===== src/rtl/grid_turn_sequencer.sv =====
// grid_turn_sequencer: game-step controller for the two-player 64x64 light-cycle grid.
// On each game tick it presents P1 and then P2 to the grid, one per cycle, and then
// samples the grid's win/crash flags. When no flag is set, it streams both head
// positions to the frame-buffer writer over a valid/ready handshake. Every output is
// registered. Each output register is loaded from the next-state decode, so an output
// becomes valid in the same cycle that its state becomes current.
module grid_turn_sequencer #(
  parameter int TICK_DIV = 500000,
  parameter int P1_X0    = 8,
  parameter int P1_Y0    = 32,
  parameter int P2_X0    = 55,
  parameter int P2_Y0    = 32
) (
  input  logic        clock,
  input  logic        reset,
  input  logic        start,
  input  logic [1:0]  dir_one,
  input  logic [1:0]  dir_two,
  input  logic        isWinOne,
  input  logic        isWinTwo,
  input  logic        isCrash,
  output logic [31:0] play_x,
  output logic [31:0] play_y,
  output logic        is_play_one,
  output logic        is_play_two,
  output logic        grid_reset,
  output logic [11:0] paint_addr,
  output logic [3:0]  paint_val,
  output logic        paint_valid,
  input  logic        paint_ready,
  output logic        game_over,
  output logic [1:0]  winner
);

  localparam int             CW = $clog2(TICK_DIV);
  localparam logic [CW-1:0]  TC = CW'(TICK_DIV - 1);

  localparam logic [5:0] X1_0 = 6'(P1_X0);
  localparam logic [5:0] Y1_0 = 6'(P1_Y0);
  localparam logic [5:0] X2_0 = 6'(P2_X0);
  localparam logic [5:0] Y2_0 = 6'(P2_Y0);

  // Heading encoding matches the dir_* inputs. A 180-degree reverse flips bit 1.
  localparam logic [1:0] H_UP    = 2'b00;
  localparam logic [1:0] H_RIGHT = 2'b01;
  localparam logic [1:0] H_DOWN  = 2'b10;
  localparam logic [1:0] H_LEFT  = 2'b11;

  typedef enum logic [3:0] {
    S_IDLE, S_CLEAR, S_WAIT_TICK, S_MOVE1, S_MOVE2,
    S_CHECK, S_PAINT1, S_PAINT2, S_OVER
  } state_t;

  state_t         r_state;
  state_t         w_state_nx;

  logic [CW-1:0]  r_cnt;
  logic [5:0]     r_p1x, r_p1y, r_p2x, r_p2y;
  logic [1:0]     r_h1, r_h2;

  logic [1:0]     w_h1, w_h2;
  logic [11:0]    w_p1, w_p2;
  logic           w_any_flag;
  logic [1:0]     w_win_nx;

  // A request for the exact reverse of the current heading is dropped.
  function automatic logic [1:0] turn(input logic [1:0] cur, input logic [1:0] req);
    return (req == (cur ^ 2'b10)) ? cur : req;
  endfunction

  // One step in heading h. The 6-bit arithmetic wraps at the grid edges.
  function automatic logic [11:0] step(input logic [5:0] x, input logic [5:0] y,
                                       input logic [1:0] h);
    logic [5:0] nx;
    logic [5:0] ny;
    nx = x;
    ny = y;
    case (h)
      H_UP:    ny = y - 6'd1;
      H_RIGHT: nx = x + 6'd1;
      H_DOWN:  ny = y + 6'd1;
      H_LEFT:  nx = x - 6'd1;
      default: ;
    endcase
    return {ny, nx};
  endfunction

  // Next-state decode, candidate head moves, and the winner encoding from the grid flags.
  always_comb begin
    w_state_nx = r_state;
    w_h1       = turn(r_h1, dir_one);
    w_h2       = turn(r_h2, dir_two);
    w_p1       = step(r_p1x, r_p1y, w_h1);
    w_p2       = step(r_p2x, r_p2y, w_h2);
    w_any_flag = isCrash | isWinOne | isWinTwo;
    w_win_nx   = 2'b00;
    if (isCrash || (isWinOne && isWinTwo)) w_win_nx = 2'b11;
    else if (isWinOne)                     w_win_nx = 2'b01;
    else if (isWinTwo)                     w_win_nx = 2'b10;

    case (r_state)
      S_IDLE:      if (start) w_state_nx = S_CLEAR;
      S_CLEAR:     w_state_nx = S_WAIT_TICK;
      S_WAIT_TICK: if (r_cnt == TC) w_state_nx = S_MOVE1;
      S_MOVE1:     w_state_nx = S_MOVE2;
      S_MOVE2:     w_state_nx = S_CHECK;
      S_CHECK:     w_state_nx = w_any_flag ? S_OVER : S_PAINT1;
      S_PAINT1:    if (paint_ready) w_state_nx = S_PAINT2;
      S_PAINT2:    if (paint_ready) w_state_nx = S_WAIT_TICK;
      S_OVER:      if (start) w_state_nx = S_CLEAR;
      default:     w_state_nx = S_IDLE;
    endcase
  end

  // State register.
  always_ff @(posedge clock or negedge reset) begin
    if (!reset) r_state <= S_IDLE;
    else        r_state <= w_state_nx;
  end

  // Tick counter. It runs only in WAIT_TICK and is zero on every entry to that state.
  always_ff @(posedge clock or negedge reset) begin
    if (!reset)                        r_cnt <= '0;
    else if (r_state == S_WAIT_TICK)   r_cnt <= r_cnt + CW'(1);
    else                               r_cnt <= '0;
  end

  // Head positions and headings. Each head commits on the edge into its MOVE state,
  // and both reload on every restart.
  always_ff @(posedge clock or negedge reset) begin
    if (!reset) begin
      r_p1x <= X1_0;  r_p1y <= Y1_0;  r_h1 <= H_RIGHT;
      r_p2x <= X2_0;  r_p2y <= Y2_0;  r_h2 <= H_LEFT;
    end else if (w_state_nx == S_CLEAR) begin
      r_p1x <= X1_0;  r_p1y <= Y1_0;  r_h1 <= H_RIGHT;
      r_p2x <= X2_0;  r_p2y <= Y2_0;  r_h2 <= H_LEFT;
    end else if (w_state_nx == S_MOVE1) begin
      {r_p1y, r_p1x} <= w_p1;
      r_h1           <= w_h1;
    end else if (w_state_nx == S_MOVE2) begin
      {r_p2y, r_p2x} <= w_p2;
      r_h2           <= w_h2;
    end
  end

  // Grid-side outputs. Only one enable is high in any cycle, and play_x/play_y are
  // zero outside MOVE1/MOVE2.
  always_ff @(posedge clock or negedge reset) begin
    if (!reset) begin
      play_x      <= '0;
      play_y      <= '0;
      is_play_one <= 1'b0;
      is_play_two <= 1'b0;
      grid_reset  <= 1'b1;
    end else begin
      grid_reset  <= (w_state_nx != S_CLEAR);
      is_play_one <= (w_state_nx == S_MOVE1);
      is_play_two <= (w_state_nx == S_MOVE2);
      if (w_state_nx == S_MOVE1) begin
        play_x <= {26'd0, w_p1[5:0]};
        play_y <= {26'd0, w_p1[11:6]};
      end else if (w_state_nx == S_MOVE2) begin
        play_x <= {26'd0, w_p2[5:0]};
        play_y <= {26'd0, w_p2[11:6]};
      end else begin
        play_x <= '0;
        play_y <= '0;
      end
    end
  end

  // Paint handshake. The positions do not change while painting, so addr/val stay
  // stable until the state advances on valid&ready.
  always_ff @(posedge clock or negedge reset) begin
    if (!reset) begin
      paint_valid <= 1'b0;
      paint_addr  <= '0;
      paint_val   <= '0;
    end else if (w_state_nx == S_PAINT1) begin
      paint_valid <= 1'b1;
      paint_addr  <= {r_p1y, r_p1x};
      paint_val   <= 4'b0000;
    end else if (w_state_nx == S_PAINT2) begin
      paint_valid <= 1'b1;
      paint_addr  <= {r_p2y, r_p2x};
      paint_val   <= 4'b0001;
    end else begin
      paint_valid <= 1'b0;
      paint_addr  <= '0;
      paint_val   <= '0;
    end
  end

  // Game result. The winner is captured when CHECK sees a flag, held through OVER,
  // and cleared on restart.
  always_ff @(posedge clock or negedge reset) begin
    if (!reset) begin
      game_over <= 1'b0;
      winner    <= 2'b00;
    end else begin
      game_over <= (w_state_nx == S_OVER);
      if (w_state_nx == S_CLEAR)
        winner <= 2'b00;
      else if (r_state == S_CHECK && w_any_flag)
        winner <= w_win_nx;
    end
  end

endmodule

===== config.mk =====
export PLATFORM = sky130hd
export DESIGN_NAME = grid_turn_sequencer
export DESIGN_NICKNAME = d
export VERILOG_FILES = /design/src/rtl/grid_turn_sequencer.sv
export SDC_FILE = /design/constraint.sdc
export NUM_CORES = 1
export LEC_CHECK = 0
export CORE_MARGIN = 2
export CORE_UTILIZATION = 47
export CTS_CLUSTER_DIAMETER = 150
export DETAILED_ROUTE_END_ITERATION = 8
export PLACE_DENSITY_LB_ADDON = 0.08
export SYNTH_ARGS = -nofsm -noshare
export SYNTH_HDL_FRONTEND = slang
export SYNTH_SLANG_ARGS = --single-unit

===== constraint.sdc =====
create_clock -name clock -period 2.5 [get_ports clock]
set_input_delay 0.625 -clock clock [delete_from_list [all_inputs] [get_ports clock]]
set_output_delay 0.625 -clock clock [all_outputs]
set_load 0.005 [all_outputs]

==> results of run 1 <==
metrics by stage:
| step | setup TNS (ns) | worst slack (ns) | instances | cell area (um^2) |
|---|---|---|---|---|
| 4_1_cts | -0.1280 | -0.09926 | 747 | 5797 |
| 3_5_place_dp | -9.845 | -0.7306 | 731 | 5572 |
| 3_3_place_gp | -9.322 | -0.6970 | 731 | 5572 |
| 6_report | -0.04506 | -0.02555 | 748 | 5936 |
| 2_1_floorplan | -0.3041 | -0.1786 | 581 | 5141 |
| 5_1_grt | -1.009 | -0.1782 | 748 | 5936 |
what timing repair did:
action / 4_1_cts / 5_1_grt
buffers inserted: 0 / 1
gates cloned: 0 / 0
resized for setup: 8 / 26
pin swaps: 13 / 12
endpoints found under the setup margin: 15 / 12
worst min path at each step:
| stage | from | endpoint | slack, ns | cells after the start |
|---|---|---|---|---|
| floorplan | reset | game_over | 0.33 | 0 |
| global placement | r_cnt[0] | r_cnt[0] | 0.48 | 1 |
| detailed placement | r_state[3] | r_state[1] | 0.48 | 1 |
| CTS | reset | r_cnt[7] | 0.15 | 1 |
| global route | reset | r_cnt[7] | 0.16 | 1 |
| finish | reset | r_cnt[7] | 0.16 | 1 |
state kept, by name (all words and copies together) (netlist names):
| signal | flops |
|---|---|
| paint_valid | 1 |
| r_state | 4 |
| play_x | 6 |
| r_p1y | 6 |
| r_h2 | 2 |
| r_p1x | 6 |
| game_over | 1 |
| is_play_one | 1 |
| r_p2y | 6 |
| r_cnt | 19 |
| grid_reset | 1 |
| paint_val | 1 |
| paint_addr | 12 |
| r_h1 | 2 |
| play_y | 6 |
| winner | 2 |
| r_p2x | 6 |
| is_play_two | 1 |
logic make-up after synthesis:
group,count (synthesis)
other,1
AOI/OAI and AO/OA,92
and+or+nand+nor,174
xor gates and xnor gates,41
buffers and inverters,96
DFF,83
muxes,26
adders and majority gates,14
report_power, final:
part	total [mW]	internal [mW]	switching (mW)	leakage (nW)
clock	0.975	0.466	0.509	0.0958
combinational	2.62	1.33	1.29	1.51
sequential	1.93	1.67	0.254	1.10
total	5.52	3.47	2.05	2.70
per-layer routing:
layer | GRT usage, % | wire (um)
met4 | 8.553 | 232
met1 | 27.06 | 5016
met3 | 2.575 | 335
met5 | 0 | 0
met2 | 32.63 | 5273
cell type report:
cell class | instances | area (um^2) | area share [%]
Sequential cell | 83 | 2092 | 35.24
Tap cell | 136 | 170.2 | 2.867
Multi-Input combinational cell | 402 | 2580 | 43.47
Clock buffer | 9 | 123.9 | 2.087
Clock inverter | 7 | 76.32 | 1.286
Inverter | 20 | 75.07 | 1.265
Timing Repair Buffer | 91 | 818.3 | 13.79
worst max-delay path, stage by stage (launching register included):
cell and delay (ns):
dfstp_2 0.56, xor2_2 0.16, mux2i_2 0.29, nor2_2 0.07
inv_2 0.12, ha_4 0.22, a211oi_2 0.18, o21bai_1 0.11
a21oi_2 0.16, mux2i_2 0.30, xnor2_1 0.15, o22ai_1 0.10
cells in the final DEF, fill, tap and decap left out, drive strengths merged, types with 3 or more instances in the layout:
| cell type | instances |
|---|---|
| nand3 | 12 |
| nor2 | 55 |
| and2 | 4 |
| o31ai | 6 |
| a211oi | 3 |
| a31oi | 5 |
| mux2i | 24 |
| a21oi | 24 |
| clkbuf | 9 |
| nor3 | 11 |
| and3 | 4 |
| dfstp | 12 |
| nand2 | 53 |
| dfrtp | 71 |
| inv | 19 |
| nor2b | 5 |
| buf | 50 |
| nor4 | 6 |
| ha | 12 |
| nand4 | 6 |
| conb | 55 |
| o21a | 4 |
| clkdlybuf4s50 | 37 |
| o21ai | 25 |
| nand2b | 8 |
| o22ai | 13 |
| clkinv | 5 |
| xnor2 | 22 |
| xor2 | 19 |
| or3 | 6 |
==> reports/results.ini, run 1 <==
[worst_setup_path]
setup.worst_path.end_class=register
startpoint=r_h1[0]
timing.critical_path.fanout_max=4
timing.critical_path.required_ns=2.75
crit_type=register to register
r2r.worst_path.cells=11
crit-reg2reg-capture=play_y[5]
worst_r2r_startpoint=r_h1[0]
critPathCapture=play_y[5]
timing.critical_path.from_type=register
rrSetupSlack_ns=-0.03
timing.critical_path.arrival_ns=2.77

[yosys]
yosys.area_share.xor_xnor_pct=7.336
synthesis.instances=527
synth_seq_cells=83
per_instance_average_area_after_synthesis_um2=9.288
dominantRegCellSynth=dfrtp_1
ys_seq_area_share_pct=42.74
yosys.area.top_type_share_pct=36.30
synth_compound_area_share_pct=11.40
post_synth_edffs=0
yosys.area_share.simple_pct=16.77
share_of_synthesized_flip_flops_with_an_asynchronous_set_or_reset_pct=100.0
post_synth_instance_area_mm2=0.004895
yosys-top-cells-area=dfrtp_1 (36%), buf_4 (8.4%), dfstp_2 (6.4%), mux2i_1 (4.9%), nand2_1 (4.1%)
largest_family_of_logic_cells_by_synthesized_area=simple AND/OR/NAND/NOR gates
synth_top_cell_by_area=dfrtp_1
ys_top_cells_by_count=dfrtp_1 (71), buf_4 (55), nand2_1 (53), nor2_1 (53)
synth-warning-count=0
yosys_cell_types=52
yosysMostFrequentCell=dfrtp_1
synth_fa_ha_area_share_pct=3.885
yosys-mux-area-fraction_pct=5.368

[drt]
dr_total_vias=3729
drt_pass1_iterations=4
drt-initial-drc-count=185
route.final.wire_length_um=10860
avgViaCountPerCell=4.985
post_route_ant_nets=0
wl_per_cell_um=14.51
drc_errors=0

[timing]
rsz0062_at_grt=true
tightestPinTransition_ns=0.5918
finalHoldWorstSlack_ns=0.1588
maxClockFrequency_mhz=396.0
skew_ns=0.01637
final_max_slew_viol_count=0
timing.slew.headroom_pct=60.52
min_period_ns=2.526
hold_viol_final=0
setup_viol_count_final=2
timing.final.ws_setup_ns=-0.02555
period_utilization_pct=101.0

[die]
core-area_mm2=0.01023
initial_core_util_pct=47.84
die_footprint_mm2=0.01125
dieWidth_um=106.1
floorplan.rows=37
die_height_um=106.1
design.portCount=98

[grt]
grt_overflow=0
via_count_of_the_first_global_routing_pass=3545
grt_pass1_wl_um=17750
global_route.usage.total_pct=20.05
grt_max_degree=42
antenna_violations_before_repair=0

[clock_tree]
ctsLongestPathBuffers=2
cts_buffers=9
htree_num_levels=3
clk_transition_reported_paths_ns=0.09
clkLatencyLatePin_ns=0.36
cts_hold_repair.buffers=0
cts_tree=built
cts_root_buf=clkbuf_8
cts_sinks=83

[outcome]
status=finished with violations
violations=negative setup slack

[power_and_ir_drop]
p_per_area_mw_per_mm2=930.1
peakVddDrop_uv=385.9
power.leakage_nw=2.703
power_mw=5.521

[layout]
layout_cells_sized_above_1_pct=19.28
antenna_cells_inserted=0
finish.net_count=632
syn2layout_area_growth_pct=21.27
final.fill_count=921
final_core_utilization_pct=58.02

[placed_design]
io_buffer_count=42
gp_routability_congestion=0.8314
dp_hpwl_um=7849

[run]
max_capacitance_violation_count=0

[min_path]
hold_path_class=input pin to asynchronous set/reset pin

(Power assumes the default switching activity.)
==> run 2, diff against run 1 <==
CORE_MARGIN = 1.5   (was 2)
MAX_ROUTING_LAYER = met4   (was not set)
clock period = 2.1 ns   (was 2.5 ns; I/O delays follow)
==> reports/results.ini, run 2 (same netlist as run 1, synthesis figures left out) <==
[worst_setup_path]
timing.critical_path.fanout_max=3
startpoint=r_h1[0]
worst_r2r_startpoint=r_h1[0]
setup.worst_path.end_class=register
cp_num_buf_inv=5
critical_path.slowest_cell=dfstp_2
timing.critical_path.arrival_ns=2.84
crit_type=register to register
crit_chain=xor2_2 -> mux2i_2 -> nor2_2 -> inv_2 -> buf_6 -> buf_4 -> buf_4 -> ha_4 -> a21oi_4 -> mux2i_4 -> buf_6 -> o31a_1 -> o21ai_1
timing.critical_path.from_type=register
timing.critical_path.required_ns=2.42
path_delay_family=flip-flops
max_stage_delay_ns=0.57

[drt]
drc_errors=0
met1Wirelength_um=5506
avgViaCountPerCell=5.055
drt-initial-drc-count=156
drt_pass1_iterations=4
post_route_ant_nets=0
wl_per_cell_um=14.72
dr_total_vias=3877
route.final.wire_length_um=11290
routed-wl-met2_um=5201
met3_wirelength_um=402
route.top_layer_used=met4

[layout]
finish.net_count=651
final_core_utilization_pct=61.92
final.fill_count=879
layout_cells_sized_above_1_pct=26.78
post-route-cell-area_mm2=0.006335
reg.largest.list=r_cnt x19, paint_addr x12
syn2layout_area_growth_pct=29.42
register_ranked_first_by_flip_flop_count=r_cnt
final_common_cell=dfrtp_1
antenna_cells_inserted=0
number_of_flip_flops_in_the_largest_register=19
leading_cell_types_in_the_layout_fill_and_taps_excluded=dfrtp_1 (71), conb_1 (55), buf_4 (55)

[timing]
skew_ns=0.01630
rsz0062_at_grt=true
final_max_slew_viol_count=0
min_period_ns=2.521
maxClockFrequency_mhz=396.6
timing.final.ws_setup_ns=-0.4212
setup_viol_count_final=20
tightestPinTransition_ns=0.5510
hold_viol_final=0
period_utilization_pct=120.1
timing.slew.headroom_pct=63.13

[die]
core-area_mm2=0.01023
initial_core_util_pct=47.84
dieWidth_um=105.1
die_footprint_mm2=0.01104
design.portCount=98
floorplan.rows=37
die_height_um=105.1

[outcome]
status=finished with violations
violations=negative setup slack

[run]
max_capacitance_violation_count=0

[clock_tree]
cts_hold_repair.buffers=0
cts_sinks=83
cts_buffers=9
htree_num_levels=3
ctsLongestPathBuffers=2
clkLatencyLatePin_ns=0.38
cts_tree=built
cts_root_buf=clkbuf_8
clk_transition_reported_paths_ns=0.10

[placed_design]
pre_cts_slack_ns=-1.028
placed_cell_areas_mm2=0.005675
io_buffer_count=42
dp_hpwl_um=7790
gp_routability_congestion=0.8853

[power_and_ir_drop]
power_mw=7.014
p_per_area_mw_per_mm2=1107
peakVddDrop_uv=546.4
power.leakage_nw=2.826

[grt]
global_route.usage.total_pct=22.02
grt_pass1_wl_um=18380
grt_overflow=0
via_count_of_the_first_global_routing_pass=3695
grt_max_degree=58
antenna_violations_before_repair=0

[min_path]
hold_path_class=input pin to asynchronous set/reset pin

-- run 2: path summary, 6_finish.rpt --
check	cells past startpoint	to	slack, ns
worst max register to register	13	r_p1y[5]	-0.42
worst min register to register	1	r_cnt[0]	0.51
max in group asynchronous	2	r_p2x[1]	1.39
worst max-delay path	13	r_p1y[5]	-0.42
min in group clock	1	r_cnt[0]	0.51
worst min-delay path	1	game_over	0.05
-- run 2: layout make-up --
class / instances / area, um^2 / share of cell area [%]
multi-input combinational: 402 / 2820 / 44.52
sequential: 83 / 2092 / 33.02
timing repair buffer: 110 / 998.5 / 15.76
tap: 136 / 170.2 / 2.686
clock buffer: 9 / 123.9 / 1.955
inverter: 20 / 77.57 / 1.225
clock inverter: 7 / 52.55 / 0.8295
-- run 2: layer usage --
| layer | vias to the layer above | GRT usage, % |
|---|---|---|
| met5 | - | - |
| met4 | 0 | 9.980 |
| met3 | 14 | 3.369 |
| met2 | 83 | 33.19 |
| met1 | 1900 | 29.37 |
| li1 | 1880 | - |
-- run 2: power by group --
group	total [mW]	internal [mW]	switching, mW
registers	2.31	1.99	0.318
logic	3.63	1.88	1.74
clock network	1.07	0.435	0.640
total	7.01	4.31	2.70
-- run 2: metrics by stage --
stage / setup TNS [ns] / cells / hold WS [ns]
final: -4.532 / 767 / 0.04658
after global routing: -6.898 / 767 / 0.05190
after CTS: -4.370 / 761 / 0.04478
after detailed placement: -19.17 / 737 / 0.4567
after global placement: -18.45 / 737 / 0.4555
after floorplan: -3.264 / 581 / 0.2294
-- run 2: timing repair --
action / 4_1_cts / 5_1_grt
endpoints found under the setup margin: 23 / 33
buffers inserted: 9 / 10
pin swaps: 30 / 28
resized for setup: 34 / 47
hold endpoints to repair: 0 / 0
